`config.mk`:
```
export PLATFORM = sky130hd
export DESIGN_NAME = lab01_vector_gen
export DESIGN_NICKNAME = d
export VERILOG_FILES = /design/src/rtl/lab01_vector_gen.sv
export SDC_FILE = /design/constraint.sdc
export NUM_CORES = 1
export LEC_CHECK = 0
export CORE_MARGIN = 4
export CORE_UTILIZATION = 25
export DETAILED_ROUTE_END_ITERATION = 10
export PLACE_DENSITY = 0.45
export SLEW_MARGIN = 20
export SYNTH_ARGS = -nofsm -noshare
export SYNTH_HDL_FRONTEND = slang
export SYNTH_SLANG_ARGS = --single-unit
```
`constraint.sdc`:
```
create_clock -name clk_i -period 1.67 [get_ports clk_i]
set_clock_uncertainty 0.1 [all_clocks]
set_input_delay 0.2505 -clock clk_i [delete_from_list [all_inputs] [get_ports clk_i]]
set_output_delay 0.2505 -clock clk_i [all_outputs]
set_load 0.01 [all_outputs]
```
`src/rtl/lab01_vector_gen.sv`:
```
// lab01_vector_gen: walks a 4-bit stimulus vector 0..15 into a downstream
// NOR/NAND/AND stage, holding each vector for DWELL cycles, and optionally
// checks the stage response Y against the ideal function.
//
// Build option: define LAB01_VGEN_CHECK_EN to include the response checker
// (ERR_CNT / PASS). Without it, Y is ignored and ERR_CNT / PASS read 0;
// sequencing, BUSY and DONE timing are identical in both builds.
//
// state     | meaning
// ----------+-----------------------------------------------------------
// ST_IDLE   | waiting for start_i; stimulus outputs held at 0
// ST_DRIVE  | presenting vector idx_q, DWELL cycles per vector
// ST_FINISH | one-cycle DONE pulse, PASS latched, then back to IDLE

`timescale 1ns/1ps

module lab01_vector_gen #(
  parameter int unsigned DWELL = 4
) (
  input  logic       clk_i,
  input  logic       rst_n_i,
  input  logic       start_i,
  input  logic       abort_i,
  input  logic       y_i,
  output logic       a_o,
  output logic       b_o,
  output logic       c_o,
  output logic       d_o,
  output logic       busy_o,
  output logic       done_o,
  output logic [4:0] err_cnt_o,
  output logic       pass_o
);

  typedef enum logic [1:0] {
    ST_IDLE   = 2'd0,
    ST_DRIVE  = 2'd1,
    ST_FINISH = 2'd2
  } state_e;

  localparam logic [7:0] DWELL_LAST = 8'(DWELL - 1);
  localparam logic [4:0] ERR_MAX    = 5'd16;

  state_e     state_q, state_d;
  logic [3:0] idx_q, idx_d;
  logic [7:0] dwell_q, dwell_d;
  logic       last_dwell;

  // The vector index register is the stimulus itself: it is forced to 0
  // whenever the FSM leaves DRIVE, so the outputs read 0 in IDLE.
  assign a_o    = idx_q[3];
  assign b_o    = idx_q[2];
  assign c_o    = idx_q[1];
  assign d_o    = idx_q[0];
  assign busy_o = (state_q == ST_DRIVE);
  assign done_o = (state_q == ST_FINISH);

  assign last_dwell = (dwell_q == DWELL_LAST);

  // State, vector index and dwell counter registers.
  always_ff @(posedge clk_i or negedge rst_n_i) begin
    if (!rst_n_i) begin
      state_q <= ST_IDLE;
      idx_q   <= 4'd0;
      dwell_q <= 8'd0;
    end else begin
      state_q <= state_d;
      idx_q   <= idx_d;
      dwell_q <= dwell_d;
    end
  end

  // Next-state sequencing: abort beats the end-of-dwell step.
  always_comb begin
    state_d = state_q;
    idx_d   = idx_q;
    dwell_d = dwell_q;
    case (state_q)
      ST_IDLE: begin
        if (start_i) begin
          state_d = ST_DRIVE;
          idx_d   = 4'd0;
          dwell_d = 8'd0;
        end
      end
      ST_DRIVE: begin
        if (abort_i) begin
          state_d = ST_IDLE;
          idx_d   = 4'd0;
          dwell_d = 8'd0;
        end else if (last_dwell) begin
          dwell_d = 8'd0;
          if (idx_q == 4'd15) begin
            state_d = ST_FINISH;
            idx_d   = 4'd0;
          end else begin
            idx_d = idx_q + 4'd1;
          end
        end else begin
          dwell_d = dwell_q + 8'd1;
        end
      end
      ST_FINISH: begin
        state_d = ST_IDLE;
      end
      default: begin
        state_d = ST_IDLE;
        idx_d   = 4'd0;
        dwell_d = 8'd0;
      end
    endcase
  end

`ifdef LAB01_VGEN_CHECK_EN

  logic [4:0] err_q, err_d;
  logic       pass_q, pass_d;
  logic       y_expected;

  // Ideal downstream response: NOR(A,B) AND NAND(C,D), from the registered vector.
  assign y_expected = ~(a_o | b_o) & ~(c_o & d_o);

  assign err_cnt_o = err_q;
  assign pass_o    = pass_q;

  // Mismatch counter and pass flag registers.
  always_ff @(posedge clk_i or negedge rst_n_i) begin
    if (!rst_n_i) begin
      err_q  <= 5'd0;
      pass_q <= 1'b0;
    end else begin
      err_q  <= err_d;
      pass_q <= pass_d;
    end
  end

  // Compare on the last dwell cycle of each vector; abort discards that compare.
  always_comb begin
    err_d  = err_q;
    pass_d = pass_q;
    case (state_q)
      ST_IDLE: begin
        if (start_i) begin
          err_d  = 5'd0;
          pass_d = 1'b0;
        end
      end
      ST_DRIVE: begin
        if (abort_i) begin
          pass_d = 1'b0;
        end else if (last_dwell && (y_i != y_expected) && (err_q != ERR_MAX)) begin
          err_d = err_q + 5'd1;
        end
      end
      ST_FINISH: begin
        pass_d = (err_q == 5'd0);
      end
      default: begin
        err_d  = 5'd0;
        pass_d = 1'b0;
      end
    endcase
  end

`else

  logic unused_y;

  assign unused_y  = y_i;
  assign err_cnt_o = 5'd0;
  assign pass_o    = 1'b0;

`endif

endmodule

```
# Word-level counts from Yosys, hierarchy flattened
# Cells that the tools add are included.
[totals] regBits=14 in_bits=5
[op_classes] eq_ne=7 n_reduce_logical=4 mux=14 bitwise_logic=1 add_sub_neg=2
[op_table] cell="2-to-1 mux 8 bit" n=3
[op_table] cell="one-hot mux 8 bit (3 select lines)" n=1
[op_table] cell="2-to-1 mux 4 bit" n=4
[op_table] cell="one-hot mux 4 bit (3 select lines)" n=1
[op_table] cell="adder 8 x 1 -> 8 bit (second input constant)" n=1
[op_table] cell="== test 8 x 2 -> 1 bit (second input constant)" n=1
[op_table] cell="2-to-1 mux 2 bit" n=4
[op_table] cell="!= test 3 x 2 -> 1 bit (second input constant)" n=2
[op_table] cell="AND reduction 3 bit" n=2
[op_table] cell="adder 4 x 1 -> 4 bit (second input constant)" n=1
[op_table] cell="== test 4 bit (second input constant)" n=1
[op_table] cell="one-hot mux 2 bit (2 select lines)" n=1
[op_table] cell="== test 2 x 1 -> 1 bit (second input constant)" n=1
[op_table] cell="== test 2 bit (second input constant)" n=1
[op_table] cell="zero test 2 bit" n=1
[op_table] cell="!= test 2 bit (second input constant)" n=1
[op_table] cell="AND reduction 2 bit" n=1
[op_table] cell="NOT 1 bit" n=1

# Depth between registers and ports, before layout
[logic_depth] word_depth=5 ltp_mapped=6

# Worst setup path after synthesis
# OpenSTA, ideal clock, no wires.
[synth_path] kind="reg2reg" from="register state_q[0]" to="register idx_q[0]" arrival_time_ns=1.529 setup_ns=0.125 period_less_slack_ns=1.754 stages_incl_launch_ff=7 required_time_ns=1.445 setup_slack_ns=-0.084 path_buffers=2 cell_sequence="dfrtp_1 -> buf_4 -> or3b_1 -> buf_6 -> a21oi_4 -> nor2_4 -> mux2_4"
[synth_between] elab_chain_cells=3 word_cells_on_any_way=8 cone_classes="eq/ne: 4; mux: 1; bitwise: 1; reduce/logical: 2"
[synth_lines] item="start, declared" line_no="44" text="state_e state_q, state_d;"
[synth_lines] item="start signal, assigned" line_no="67" text="state_q <= state_d;"
[synth_lines] item="== test 2 x 1 -> 1 bit (tied with other cells)" line_no="78" text="case (state_q)"
[synth_lines] item="!= test 3 x 2 -> 1 bit (no source line) (tied with other cells)"
[synth_lines] item="AND reduction 3 bit (no source line)"
[synth_lines] item="end signal, assigned" line_no="68" text="idx_q <= idx_d;"
[synth_lines] item="end, declared" line_no="45" text="logic [3:0] idx_q, idx_d;"
# Several ways; a longest one is shown, not always the timed one.
# A chain may end at the register's enable or synchronous reset.

# Worst setup path in the final report
[layout_path] from="register dwell_q[0]" to="register idx_q[2]"
[layout_between] elab_chain_cells=3
[layout_lines] item="start, declared" line_no="46" text="logic [7:0] dwell_q, dwell_d;"
[layout_lines] item="start signal, assigned" line_no="69" text="dwell_q <= dwell_d;"
[layout_lines] item="== test 8 x 2 -> 1 bit" line_no="58" text="assign last_dwell = (dwell_q == DWELL_LAST);"
[layout_lines] item="!= test 3 x 2 -> 1 bit (no source line)"
[layout_lines] item="AND reduction 3 bit (no source line)"
# No other way between the ends.

==> results by group <==
Power and ir drop
  • Int Pwr: about 960 uW
  • Pleak: approximately 0.00057 uW
  • Clock power share: between 10% and 20%
  • Worst VDD drop: approximately 260 uV
  • Seq pwr share: just over 30%
  • Switching Power: roughly 500 uW
  • Pwr dens: between 1000 and 1500 mW/mm^2
  • Logic pwr share: 52.9%
  • Sw Ratio: between 30% and 40%

Logic synthesis
  • Yosys cell types: 29
  • Seq/Total Area, Yosys: 43.3%
  • Prevailing post-synth register cell: dfrtp_1
  • Count leader, synth: dfrtp_1
  • Yosys top cell by area: dfrtp_1
  • Top cell type's share of synthesized area: between 40 and 50%
  • Mapped Area: between 800 and 900 sq um
  • Number of synthesized flops with an enable pin: 0
  • Post-synth ARST share: 100%
  • Top cells by area, synth: dfrtp_1, buf_4, xor2_1, ha_1, nor2_1
  • Top cells by count, synth: dfrtp_1, nor2_1, buf_4
  • Seq cells post-synth: 14
  • Syn. warnings: 0
  • Mean Syn Cell Area: approximately 11 sq um
  • Synthesized instance count: 76

Global route
  • Largest net degree at the start of global routing: 15
  • GRT Residual Overflow: 0
  • Global-route wire length before repair: approximately 2900 microns
  • Total GRT Usage: under 10%
  • Vias in the first global route: approximately 610
  • Antenna violations before repair: 0

Run status
  • Status: finished with violations
  • Violated checks: setup timing

Final layout
  • Syn-to-layout area delta: 45.7%
  • Antenna cells: 0
  • Util after Layout: a little under two fifths
  • Share of layout cells above drive strength 1: between 30% and 40%
  • Fill cells: 310
  • Multi-input gate area: 430 sq um
  • Register area: around 350 sq um
  • Layout net count: between 100 and 150

CTS
  • Number of CTS-inserted buffers: 3
  • CTS tree: yes
  • Clock tree buffer depth: 2
  • Sink Count: 14
  • H-tree levels: 1
  • Clock transition at the registers of the reported paths: 0.09 ns
  • Clk_lat worst skew: roughly 0.28 ns
  • Clk root buf: clkbuf_4

Timing
  • Minimum clock period: about 1.7 ns
  • Final WS setup: -0.0717 ns
  • Slew Viols, Final: 0
  • Peak Freq: approximately 0.57 GHz
  • Hold Vio Cnt, Final: 0
  • Final period util: 104%
  • RSZ-0062 raised after global routing: yes
  • Setup_tns: -0.111 ns
  • Final setup vio count: 2

Routing
  • DRT antenna net count: 0
  • Via density: about 4.2
  • First-pass DRT Iterations: 3
  • Total number of vias: 655
  • Residual DRC: 0
  • WL final: approximately 1700 microns
  • Detailed router's first-iteration violation count: 8
  • WL per Instance: approximately 11 microns

Critical path
  • Setup crit start kind: flop
  • CP required: ~1.7 ns
  • CP Capture Type: flop
  • Setup CP Type: reg -> reg
  • Max Fanout on Critical Path: 4
  • WP data arrival: 1.81 ns

Run
  • Max_cap viols: 0

Floorplan
  • Die height: around 65 microns
  • I/O pins: 17
  • Chip width: 64.9 microns
  • Rows: 20
  • Die Area: ~0.0042 sq mm
  • Starting Density: 26.3%
  • Core area: slightly above 0.003 sq mm

Placement
  • PortBufs: 9
  • GPL Wtd Cong: ~0.7
  • Final HPWL DP: ~1300 microns

Worst hold path
  • Hold Crit Class: in -> async
==> routing by layer <==
metal	track usage, %	vias up	wire [microns]
li1	-	335	-
met1	11.8	307	817
met2	13.8	11	838
met3	1.39	2	64
met4	4.75	0	25
met5	0	-	0
==> power groups by stage <==
stage	logic (uW)	registers, uW	clock network, uW
floorplan	364	460	0
global placement	644	450	0
detailed placement	650	452	0
CTS	682	446	259
global route	841	450	275
finish	771	444	244
==> cell families (layout without fill, tap and decap cells) <==
family	count (synthesis)	after routing	share of synthesized area, %
AND/OR/NAND/NOR	25	25	18.0
other	1	6	0.464
flip-flops	14	14	43.3
buffers and inverters	10	42	8.82
multiplexers	2	2	3.25
XOR/XNOR	5	5	5.42
AO/OA/AOI/OAI	16	16	16.1
adder cells (fa/ha/maj)	3	3	4.64
==> stage by stage <==
step / setup slack, ns / std cells / power [uW] / area, sq um / hold WS [ns]
global route: -0.167 / 157 / 1570 / 1180 / 0.190
finish: -0.0717 / 157 / 1460 / 1180 / 0.172
detailed placement: -0.248 / 146 / 1100 / 1070 / 0.467
global placement: -0.238 / 146 / 1090 / 1070 / 0.464
floorplan: -0.0699 / 81 / 824 / 842 / -0.145
CTS: -0.0912 / 153 / 1390 / 1130 / 0.169
==> path summary, 6_finish.rpt <==
| kind | start | endpoint | slack (ns) | cells past startpoint |
|---|---|---|---|---|
| max | dwell_q[0] | idx_q[2] | -0.07 | 6 |
| min | rst_n_i | dwell_q[3] | 0.17 | 2 |
| max reg2reg | dwell_q[0] | idx_q[2] | -0.07 | 6 |
| min reg2reg | idx_q[1] | idx_q[1] | 0.47 | 2 |
| max in group asynchronous | rst_n_i | idx_q[1] | 1.13 | 2 |
| min in group clk_i | idx_q[1] | idx_q[1] | 0.47 | 2 |
==> worst max-delay path, cell delays in order, from the launching register on <==
cell     delay (ns)
dfrtp_1        0.36
ha_2           0.18
nor4b_4        0.26
a21oi_4        0.09
buf_6          0.13
or3_1          0.30
a22o_1         0.21
==> cells in the final DEF, fill, tap and decap left out, drive strengths merged <==
master	n
dlygate4sd2	2
or3	2
ha	3
o21ai	5
nor2b	4
clkdlybuf4s50	7
a22o	2
clkbuf	4
nor3b	1
nor4b	1
inv	2
dfrtp	14
mux2	2
o41ai	1
o2111ai	3
nor2	10
nand2	1
a211o	1
a31oi	1
a32o	1
nor3	2
xor2	5
and3	2
or3b	1
conb	6
a21oi	2
buf	27
nand3	1
==> state kept, by name (all words and copies together) (netlist names) <==
name / cells
dwell_q: 8
idx_q: 4
state_q: 2
==> layout make-up <==
type / count / area share, %
flip-flops and latches: 14 / 29.8
repair buffers: 36 / 25.3
multi-input cells: 57 / 36.6
inverters: 2 / 0.638
well taps: 44 / 4.68
clock buffers: 4 / 3.08
==> repair_timing <==
item	CTS	global route
gates resized for setup	3	5
setup buffers	3	4
hold buffers	0	0
pin swaps	5	4
setup endpoints to repair	4	14
No activity file was read; power rests on OpenSTA's default activity.
